File: config.mk
export PLATFORM = sky130hd
export DESIGN_NAME = lif_neuron_param
export DESIGN_NICKNAME = d
export VERILOG_FILES = /design/src/rtl/lif_neuron_param.sv
export SDC_FILE = /design/constraint.sdc
export NUM_CORES = 1
export LEC_CHECK = 0
export CAP_MARGIN = 20
export CORE_UTILIZATION = 35
export DETAILED_ROUTE_END_ITERATION = 16
export SLEW_MARGIN = 20
export SYNTH_ARGS = -nofsm -noshare
export SYNTH_HDL_FRONTEND = slang
export SYNTH_SLANG_ARGS = --single-unit
File: constraint.sdc
create_clock -name clk -period 9.2 [get_ports clk]
set_clock_uncertainty 0.05 [all_clocks]
set_input_delay 2.3 -clock clk [delete_from_list [all_inputs] [get_ports clk]]
set_output_delay 2.3 -clock clk [all_outputs]
set_load 0.03 [all_outputs]
File: src/rtl/lif_neuron_param.sv
`default_nettype none
// ============================================================================
// Module   : lif_neuron_param
// Purpose  : Parametrised leaky integrate-and-fire neuron. On every cycle
//            with en=1 the membrane potential leaks by a run-time shift,
//            integrates the input current with saturation, and is compared
//            against a threshold. A firing step emits a one-clock spike.
//            It then resets the membrane to zero or subtracts the threshold,
//            and can enter a refractory period of refrac_len en-steps.
// Revision : 1.0 - initial release
// ----------------------------------------------------------------------------
// Parameters
//   WIDTH    : membrane / current / threshold width (unsigned)
//   LEAK_W   : width of leak_shift
//   REFRAC_W : width of refractory length and counter
// Ports
//   clk         in   clock
//   reset_n     in   synchronous reset, active-low
//   en          in   time-step strobe; state advances only when en=1
//   current     in   input current for this step
//   threshold   in   firing threshold; 0 disables firing
//   leak_shift  in   decay shift (leaked = state >> leak_shift)
//   reset_mode  in   0: reset-to-zero on spike, 1: subtract threshold
//   refrac_len  in   refractory length in en-steps; 0 = none
//   state       out  membrane potential (registered)
//   spike       out  one-clock pulse after a firing step (registered)
//   refractory  out  high while the neuron is refractory (registered)
//   spike_count out  saturating 16-bit spike counter
//                    (present only when LIF_SPIKE_COUNT_EN is defined)
// Optional feature macro: LIF_SPIKE_COUNT_EN
// ============================================================================
module lif_neuron_param #(
    parameter int WIDTH    = 8,
    parameter int LEAK_W   = 3,
    parameter int REFRAC_W = 4
) (
    input  logic                clk,
    input  logic                reset_n,
    input  logic                en,
    input  logic [WIDTH-1:0]    current,
    input  logic [WIDTH-1:0]    threshold,
    input  logic [LEAK_W-1:0]   leak_shift,
    input  logic                reset_mode,
    input  logic [REFRAC_W-1:0] refrac_len,
    output logic [WIDTH-1:0]    state,
    output logic                spike,
    output logic                refractory
`ifdef LIF_SPIKE_COUNT_EN
    ,
    output logic [15:0]         spike_count
`endif
);

    typedef enum logic [0:0] {
        ST_INTEGRATE = 1'b0,
        ST_REFRACT   = 1'b1
    } fsm_t;

    localparam logic [WIDTH-1:0]    C_SAT_MAX = {WIDTH{1'b1}};
    localparam logic [REFRAC_W-1:0] C_CNT_ONE = REFRAC_W'(1);

    fsm_t                fsm_q;
    logic [WIDTH-1:0]    state_q;
    logic                spike_q;
    logic                refractory_q;
    logic [REFRAC_W-1:0] cnt_q;

    // Combinational datapath feeding the next-state decisions
    logic [WIDTH-1:0]    leaked_d;
    logic [WIDTH:0]      sum_wide_d;
    logic [WIDTH-1:0]    sum_sat_d;
    logic                fire_d;
    logic [WIDTH-1:0]    fire_state_d;

    always_comb begin
        leaked_d   = state_q >> leak_shift;
        // One extra bit catches the carry so saturation replaces wrap-around.
        sum_wide_d = {1'b0, current} + {1'b0, leaked_d};
        sum_sat_d  = sum_wide_d[WIDTH] ? C_SAT_MAX : sum_wide_d[WIDTH-1:0];
        // A zero threshold would make every step fire, so it disables firing.
        fire_d     = (threshold != '0) && (sum_sat_d >= threshold);
        // sum_sat_d >= threshold whenever this value is used, so no underflow.
        fire_state_d = reset_mode ? (sum_sat_d - threshold) : '0;
    end

    always_ff @(posedge clk) begin
        if (!reset_n) begin
            fsm_q        <= ST_INTEGRATE;
            state_q      <= '0;
            spike_q      <= 1'b0;
            refractory_q <= 1'b0;
            cnt_q        <= '0;
        end else if (!en) begin
            spike_q <= 1'b0;
        end else begin
            case (fsm_q)
                ST_INTEGRATE: begin
                    if (fire_d) begin
                        spike_q <= 1'b1;
                        state_q <= fire_state_d;
                        // refrac_len is captured only here; later changes
                        // do not disturb a running refractory count.
                        if (refrac_len != '0) begin
                            cnt_q        <= refrac_len;
                            refractory_q <= 1'b1;
                            fsm_q        <= ST_REFRACT;
                        end
                    end else begin
                        spike_q <= 1'b0;
                        state_q <= sum_sat_d;
                    end
                end
                ST_REFRACT: begin
                    // Input current is ignored and the membrane holds.
                    spike_q <= 1'b0;
                    if (cnt_q == C_CNT_ONE) begin
                        cnt_q        <= '0;
                        refractory_q <= 1'b0;
                        fsm_q        <= ST_INTEGRATE;
                    end else begin
                        cnt_q <= cnt_q - C_CNT_ONE;
                    end
                end
                default: begin
                    fsm_q        <= ST_INTEGRATE;
                    spike_q      <= 1'b0;
                    refractory_q <= 1'b0;
                    cnt_q        <= '0;
                end
            endcase
        end
    end

    assign state      = state_q;
    assign spike      = spike_q;
    assign refractory = refractory_q;

`ifdef LIF_SPIKE_COUNT_EN
    logic [15:0] spike_count_q;

    always_ff @(posedge clk) begin
        if (!reset_n) begin
            spike_count_q <= '0;
        end else if (en && (fsm_q == ST_INTEGRATE) && fire_d
                     && (spike_count_q != 16'hFFFF)) begin
            spike_count_q <= spike_count_q + 16'd1;
        end
    end

    assign spike_count = spike_count_q;
`endif

endmodule
`default_nettype wire

# After elaboration in Yosys (flattened, before gate mapping)
# Cells that the tools add are included.
# classes
n_addsub	3
multipliers	0
n_div	0
order_cmp	1
eq_ne	4
shifts	1
muxes	17
bitwise	1
reduce_logical	7
# op_table
operator	count
two-way mux 8 bit	3
two-way mux 4 bit	3
adder 8 x 8 -> 9 bit	1
greater-or-equal comparator 8 bit	1
case mux 4 bit (2 select lines)	1
nonzero test 8 bit	1
right shift 8 x 3 -> 8 bit	1
subtractor 8 bit	1
two-way mux 1 bit	7
case mux 1 bit (2 select lines)	3
equality test 4 x 1 -> 1 bit, second input constant	1
!= test 2 bit, second input constant	2
AND reduction 2 bit	2
AND reduction 4 bit	1
nonzero test 4 bit	1
subtractor 4 x 1 -> 4 bit, second input constant	1
AND reduction 3 bit	1
!= test 2 x 1 -> 1 bit, second input constant	1
logical AND 1 bit	1
NOT 1 bit	1
# word_totals
reg_bits	15
latchBits	0
mem_bits_rw	0
romBits	0
inputBits	27
word_cells	39
memories	0

# Logic depth before layout (Yosys ltp)
# Gate-level depths: netlist of run 1.
# depth
depth_word	7
depth_mapped	19
mapped_depth_nobuf	18

# Least setup slack after synthesis of run 1
# OpenSTA, ideal clock, no wires.
# synth_path
kind	input -> register
startpoint	input leak_shift[0]
endpoint	register state_q[7] (netlist: state[7])
setup_ns	0.121
arrival_time_ns	6.085
required_ns	9.029
slack_ns	2.944
cell_stages	18
path_cell_list	clkbuf_1 mux2i_1 a21oi_1 mux2_2 ha_1 fa_1 a21o_1 a221oi_2 o21ai_1 nand2b_1 ha_1 nand2b_2 o2bb2ai_2 a221o_2 and2_1 clkbuf_2 a31oi_1 o21ai_1
# synth_via
elab_chain_cells	6
# synth_lines
item	line_no	rtl
start: declaration	42	input logic [LEAK_W-1:0] leak_shift,
right shift 8 x 3 -> 8 bit *	76	leaked_d = state_q >> leak_shift;
adder 8 x 8 -> 9 bit *	78	sum_wide_d = {1'b0, current} + {1'b0, leaked_d};
two-way mux 8 bit *	79	sum_sat_d = sum_wide_d[WIDTH] ? C_SAT_MAX : sum_wide_d[WIDTH-1:0];
subtractor 8 bit or greater-or-equal comparator 8 bit (tied branches)	83, 81	
two-way mux 8 bit or logical AND 1 bit (tied branches)	83, 81	
two-way mux 8 bit *	98	if (fire_d) begin
end signal: assignment	100	state_q <= fire_state_d;
end signal: assignment	110	state_q <= sum_sat_d;
end: declaration	63	logic [WIDTH-1:0] state_q;
# Every way passes the cells marked *; elsewhere a longest branch is shown, timed or not.
# A chain may end at the register's enable or synchronous reset.

# Worst setup path in the final report of run 1
# layout_path
startpoint	input leak_shift[0]
endpoint	register cnt_q[2]
# layout_via
elab_chain_cells	7
# layout_lines
item	line_no	rtl
right shift 8 x 3 -> 8 bit	76	
adder 8 x 8 -> 9 bit	78	
two-way mux 8 bit	79	
greater-or-equal comparator 8 bit	81	fire_d = (threshold != '0) && (sum_sat_d >= threshold);
logical AND 1 bit	81	
!= test 2 bit (no source line)	-	
AND reduction 3 bit (no source line)	-	
end signal: assignment	104	cnt_q <= refrac_len;
end signal: assignment	121	cnt_q <= cnt_q - C_CNT_ONE;
end: declaration	66	logic [REFRAC_W-1:0] cnt_q;
# No other way between the ends.

==> out/metrics.csv, run 1 <==
stage,metric,value,unit
run_status,run_status,completed,
synthesis,synth_top_area_share,16.8,%
flow_run,maxCapViolCount,0,
layout,seqCellArea,300,um2
sta,period_share,75.7,%
routing,drt_iter0_drc,67,
worst_setup_path,start_kind,input port,
routing,via_per_inst,5.36,
grt,overflow,0,
synthesis,ys.flop_type,dfxtp_1,
cts,root_buffer,clkbuf_8,
sta,fmax,144,MHz
power,powerDensity,182,nW/um2
synthesis,syn_area,1790,um2
synthesis,synthArstFlopShare,0,%
worst_setup_path,worstSetupStartpoint,leak_shift[0],
cts,clockBufferDepth,2,
floorplan,die_y,73.5,um
synthesis,synth_area_leader_cell,dfxtp_1,
routing,drc_errors,0,
worst_setup_path,crit_required,9280,ps
grt,grt_pass1_vias,1638,
worst_setup_path,critPathKind,input port to flip-flop,
cts,clk_latency,250,ps
cts,cts_tree,done,
worst_setup_path,crit_family,compound AO/OA/AOI/OAI gates,
grt,grt_max_degree,20,
worst_setup_path,path_cells,"clkdlybuf4s50_1, mux2_2, nor2_1, a21oi_1, mux2_2, ha_1, fa_1, a21o_1, a221oi_2, o21ai_1, nand2b_1, ha_1, nand2b_2, o2bb2ai_2, a221o_2, a21o_4, nor3_1, a211oi_1",
cts,postCtsHoldBufs,0,
synthesis,synth_nets,276,
worst_setup_path,reg2reg_from,state[3]$_SDFFE_PN0P_,
layout,fin_nets,307,
sta,drv_slew,0,
floorplan,num_io_pins,37,
place,gp_congestion,0.840,
worst_setup_path,critPathBufInv,1,
place,portBuffers,36,
layout,nFillCells,506,
sta,finalSetupViolCount,0,
routing,wl_per_cell,13.3,um
sta,worst_slew_pin_slew,619,ps
worst_setup_path,crit_path_end_kind,flip-flop,
synthesis,ys_seq_area_share,16.8,%
cts,cts.clk_slew.worst_paths,60,ps
layout,syn_to_final_growth,23.1,%
grt,antenna_found_initial,0,
layout,drive_above_1_share,7.72,%
floorplan,fp-row-count,25,
sta,layout_min_cycle_time,6970,ps
synthesis,yosysUniqueCellTypes,54,
sta,slew_headroom,58.7,%
power,irDropWorstVdd,0.0924,mV
cts,cts-htree-levels,1,
cts,numCtsBuffers,3,
routing,finalWirelength,4340,um
layout,multiInputGateArea,1360,um2
routing,final_antenna_net_count,0,
grt,grt_pass1_wl,7200,um
synthesis,syn_inst,229,
floorplan,start_util,37.1,%
sta,tns,0,ps
worst_setup_path,critical-path-max-stage-delay,740,ps
cts,cts_setup_buffers,0,
worst_hold_path,hp-start,refractory$_SDFFE_PN0P_,
worst_setup_path,cp_max_fo,11,
floorplan,die_area,5390,um2
place,hpwl,3480,um
grt,grtUsageTotal,17.1,%
floorplan,coreArea,4820,um2
sta,fin_hold_ws,489,ps
worst_hold_path,hp-class,flip-flop to flip-flop,
sta,finalHoldViolations,0,
synthesis,synth-edff-count,0,
cts,post_cts_resized,0,
power,leakagePower,0.905,nW
floorplan,fp.dieW,73.5,um
synthesis,yosysWarnings,0,
worst_setup_path,arrival,7050,ps
synthesis,synth.area.top_cells,"dfxtp_1 17%, ha_1 13%, o21ai_0 5.0%",
routing,vias,1747,
synthesis,synth-seq-cells,15,
sta,rsz0062_at_grt,false,
cts,clkSinkCount,15,
layout,n_antenna_cell,0,
worst_setup_path,cp_slowest_cell,clkdlybuf4s50_1,
routing,first_pass_iters,4,
synthesis,postSynthAreaPerCell,7.80,um2
report_power, final:
group / leakage [nW] / switching, W / total [W] / internal (W)
clock network: 0.0255 / 0.0000239 / 0.0000539 / 0.0000300
registers: 0.124 / 0.0000165 / 0.0000942 / 0.0000777
logic: 0.756 / 0.000137 / 0.000251 / 0.000114
total: 0.905 / 0.000177 / 0.000399 / 0.000222
state kept, by name, summed over array words and instances, names as in the netlist:
signal	flops
refractory	1
spike	1
cnt_q	4
state	8
fsm_q	1
cells by family (layout without fill, tap and decap cells):
group                    count (synthesis)  in the layout  synth area share, %
AO/OA/AOI/OAI                           73             73                 26.5
XOR/XNOR                                 8              8                 3.92
adder cells (fa/ha/maj)                 20             20                 14.8
buffers and inverters                   24             54                 7.28
flip-flops                              15             15                 16.8
multiplexers                             8              8                 6.09
AND/OR/NAND/NOR                         81             81                 24.6
cells in the mapped netlist, types with 3 or more instances:
master,instances
a211oi_1,4
a21o_1,5
a21oi_1,17
a31oi_1,10
and2_1,3
and3_1,4
clkbuf_1,5
dfxtp_1,15
ha_1,18
inv_1,14
mux2_2,3
mux2i_1,3
nand2_1,20
nand2b_1,5
nand3_1,5
nand4_1,3
nor2_1,12
nor3_1,7
nor3b_1,4
nor4_1,3
o211ai_1,4
o21ai_0,18
xnor2_1,4
xor2_1,4
layout make-up:
class	count	share of cell area, %
Inverter	14	2.39
Timing Repair Buffer	36	16.4
Clock buffer	3	1.88
Tap cell	67	3.81
Sequential cell	15	13.7
Multi-Input combinational cell	190	61.7
Clock inverter	1	0.228
final timing paths:
| check | endpoint | slack [ps] | depth (start not counted) |
|---|---|---|---|
| setup / recovery | cnt_q[2]$_SDFFE_PN0P_ | 2230 | 18 |
| hold reg to reg | refractory$_SDFFE_PN0P_ | 490 | 2 |
| setup reg to reg | cnt_q[2]$_SDFFE_PN0P_ | 4780 | 15 |
| hold / removal | refractory$_SDFFE_PN0P_ | 490 | 2 |
cells in the final DEF (no fill, tap or decap), types with 2 or more instances in the layout:
| master | netlist | layout |
|---|---|---|
| clkdlybuf4s50_1 | 0 | 36 |
| nand2_1 | 20 | 20 |
| o21ai_0 | 18 | 18 |
| ha_1 | 18 | 18 |
| a21oi_1 | 17 | 17 |
| dfxtp_1 | 15 | 15 |
| inv_1 | 14 | 14 |
| nor2_1 | 12 | 12 |
| a31oi_1 | 10 | 10 |
| nor3_1 | 7 | 7 |
| a21o_1 | 5 | 5 |
| nand3_1 | 5 | 5 |
| nand2b_1 | 5 | 5 |
| and3_1 | 4 | 4 |
| xnor2_1 | 4 | 4 |
| a211oi_1 | 4 | 4 |
| xor2_1 | 4 | 4 |
| nor3b_1 | 4 | 4 |
| o211ai_1 | 4 | 4 |
| mux2i_1 | 3 | 3 |
| mux2_2 | 3 | 3 |
| and2_1 | 3 | 3 |
| nor4_1 | 3 | 3 |
| nand4_1 | 3 | 3 |
| clkbuf_8 | 2 | 3 |
| nor4b_1 | 2 | 2 |
| o21ai_1 | 2 | 2 |
| or2_2 | 2 | 2 |
| mux4_2 | 2 | 2 |
| o21bai_1 | 2 | 2 |
| o31ai_1 | 2 | 2 |
| nand3b_1 | 2 | 2 |
| fa_1 | 2 | 2 |
worst reg2reg max path, stage by stage, from the launching register on:
cell and delay, ps:
dfxtp_1 340, mux4_2 470, mux2_2 280, ha_1 220, fa_1 410, a21o_1 210, a221oi_2 290, o21ai_1 220
nand2b_1 230, ha_1 380, nand2b_2 100, o2bb2ai_2 150, a221o_2 400, a21o_4 260, nor3_1 220, a211oi_1 70
metal layers:
layer,GRT usage [%],up-vias,wire length [um]
met5,0,-,0
met4,3.85,0,44
met3,2.74,4,172
met2,29.2,47,2050
met1,22.5,784,2080
li1,-,912,-
per-stage QoR:
step / total power, W / instance area, um2 / utilization [%] / worst slack, ps / std cells
floorplan: 0.000280 / 1790 / - / 2940 / 229
global placement: 0.000347 / 2150 / 44.7 / 2040 / 322
detailed placement: 0.000345 / 2150 / 44.7 / 2000 / 322
CTS: 0.000401 / 2200 / 45.7 / 2250 / 326
global route: 0.000435 / 2200 / 45.7 / 1940 / 326
finish: 0.000399 / 2200 / 45.7 / 2230 / 326
No activity file was read; power rests on OpenSTA's default activity.
==> run 2, diff against run 1 <==
==> constraint.sdc (replaced) <==
create_clock -name clk -period 6.4 [get_ports clk]
set_clock_uncertainty 0.05 [all_clocks]
set_input_delay 1.6 -clock clk [delete_from_list [all_inputs] [get_ports clk]]
set_output_delay 1.6 -clock clk [all_outputs]
set_load 0.03 [all_outputs]
==> run 2 against run 1 <==
Compared with the run above:
- count of clock-buffer cells in the layout unchanged
- sequential share of layout area is 0.14 points lower
- sequential power rose by 44%
- sequential cell count is the same
- critical path type unchanged
- cell count is 0.92% higher
- die area unchanged
==> out/metrics.csv, run 2 (synthesized netlist as in run 1, its figures left out) <==
stage,metric,value,unit
run_status,run_status,completed,
worst_hold_path,hp-class,flip-flop to flip-flop,
floorplan,fp.dieW,73.5,um
worst_setup_path,crit_path_end,cnt_q[2]$_SDFFE_PN0P_,
layout,syn_to_final_growth,24.4,%
worst_setup_path,r2r_slack,1970,ps
power,p_seq_share,23.7,%
cts,cts.clk_slew.worst_paths,60,ps
layout,final_cell_mix,"36 x clkdlybuf4s50_1, 20 x nand2_1, 18 x o21ai_0, 18 x ha_1, 17 x a21oi_1",
layout,fin_nets,310,
sta,fin_hold_ws,493,ps
worst_setup_path,arrival,6060,ps
routing,drt_iter0_drc,76,
routing,final_antenna_net_count,0,
sta,fmax,167,MHz
worst_setup_path,cp_slowest_cell,mux4_2,
grt,grt_pass1_wl,7360,um
worst_setup_path,crit_path_end_kind,flip-flop,
power,switching_share,44.4,%
floorplan,coreArea,4820,um2
floorplan,start_util,37.1,%
cts,numCtsBuffers,3,
sta,period_share,93.4,%
cts,cts_setup_buffers,0,
cts,root_buffer,clkbuf_8,
power,leakagePower,0.920,nW
cts,clk_latency,250,ps
floorplan,num_io_pins,37,
routing,first_pass_iters,4,
power,clkPwrFrac,13.4,%
worst_setup_path,reg2reg_from,state[3]$_SDFFE_PN0P_,
routing,drc_errors,0,
worst_setup_path,r2r_cells,15,
sta,finalSetupViolCount,0,
power,p_switching,0.000255,W
sta,slew_headroom,55.6,%
worst_setup_path,start_kind,input port,
grt,overflow,0,
power,p_comb_share,62.9,%
worst_setup_path,r2r-end,cnt_q[2]$_SDFFE_PN0P_,
floorplan,die_y,73.5,um
cts,clockBufferDepth,2,
floorplan,die_area,5390,um2
cts,clkSinkCount,15,
cts,cts-htree-levels,1,
power,irDropWorstVdd,0.119,mV
cts,cts_tree,done,
worst_setup_path,critical-path-max-stage-delay,520,ps
place,hpwl,3600,um
worst_setup_path,path_cells,"clkdlybuf4s50_1, mux4_2, mux2_2, ha_1, fa_1, a21o_1, a221oi_2, o21ai_1, nand2b_1, ha_1, nand2b_2, o2bb2ai_2, a221o_2, a21o_4, nor3_1, a211oi_1",
place,gp_congestion,0.872,
cts,post_cts_resized,0,
sta,rsz0062_at_grt,false,
routing,finalWirelength,4470,um
flow_run,maxCapViolCount,0,
layout,drive_above_1_share,8.78,%
sta,layout_min_cycle_time,5980,ps
routing,via_per_inst,5.40,
power,power.total,0.000574,W
grt,grtUsageTotal,17.2,%
routing,vias,1775,
floorplan,fp-row-count,25,
worst_setup_path,crit_required,6480,ps
sta,finalHoldViolations,0,
grt,grt_max_degree,20,
place,dp.cells,325,
worst_setup_path,critPathKind,input port to flip-flop,
routing,wl_per_cell,13.6,um
layout,final_common_cell,clkdlybuf4s50_1,
place,portBuffers,36,
sta,worst_slew_pin_slew,665,ps
worst_setup_path,worstSetupStartpoint,leak_shift[1],
worst_setup_path,cp_common_cell,ha_1,
layout,utilization,46.1,%
grt,grt_pass1_vias,1620,
sta,tns,0,ps
power,powerDensity,258,nW/um2
worst_hold_path,hp-start,refractory$_SDFFE_PN0P_,
layout,largest_reg_flops,8,
layout,nFillCells,518,
layout,n_antenna_cell,0,
grt,antenna_found_initial,0,
cts,postCtsHoldBufs,0,
power,power.internal,0.000319,W
sta,drv_slew,0,
layout,final_cells,329,
worst_setup_path,cp_max_fo,9,
==> run 2: changes by cell type in the layout (fill, tap and decap cells not counted) <==
cell,previous run,this run
buf_4,0,3
==> run 2: per-layer routing <==
layer | global-route usage, % | part of all wire (%) | up-vias
met5 | 0 | 0 | -
met4 | 1.92 | 0.20 | 0
met3 | 2.47 | 2.8 | 2
met2 | 31.1 | 49 | 29
met1 | 22.2 | 48 | 826
li1 | - | - | 918
==> run 2: stage by stage <==
| stage | setup WS, ps | area [um2] |
|---|---|---|
| 2_1_floorplan | 844 | 1790 |
| 3_3_place_gp | 196 | 2180 |
| 3_5_place_dp | 120 | 2180 |
| 4_1_cts | 386 | 2220 |
| 5_1_grt | 142 | 2220 |
| 6_report | 422 | 2220 |
==> run 2: worst min path at each step <==
stage                              endpoint  slack [ps]  cells after the start
global placement    refractory$_SDFFE_PN0P_         470                      2
CTS                 refractory$_SDFFE_PN0P_         490                      2
floorplan             cnt_q[2]$_SDFFE_PN0P_         470                      2
finish              refractory$_SDFFE_PN0P_         490                      2
detailed placement  refractory$_SDFFE_PN0P_         470                      2
global route        refractory$_SDFFE_PN0P_         560                      2
==> run 2: area by class of cell <==
class / count / area (um2) / area share [%]
inverters: 14 / 52.6 / 2.36
well taps: 67 / 83.8 / 3.77
repair buffers: 39 / 383 / 17.2
clock buffers: 3 / 41.3 / 1.86
clock inverters: 1 / 5.00 / 0.225
flip-flops and latches: 15 / 300 / 13.5
multi-input cells: 190 / 1360 / 61.0
==> run 2: power groups by stage <==
| stage | clock network [W] | logic, W | registers [W] |
|---|---|---|---|
| after floorplan | 0 | 0.000251 | 0.000151 |
| after global placement | 0 | 0.000361 | 0.000137 |
| after detailed placement | 0 | 0.000360 | 0.000137 |
| after CTS | 0.0000790 | 0.000363 | 0.000135 |
| after global routing | 0.0000837 | 0.000402 | 0.000139 |
| final | 0.0000771 | 0.000361 | 0.000136 |
==> run 2: critical path, delay by kind of cell <==
family | cells | cell delay [ps]
buf+inv | 1 | 510
compound gates | 7 | 1580
simple gates | 3 | 560
fa+ha+maj | 3 | 1010
mux | 2 | 800
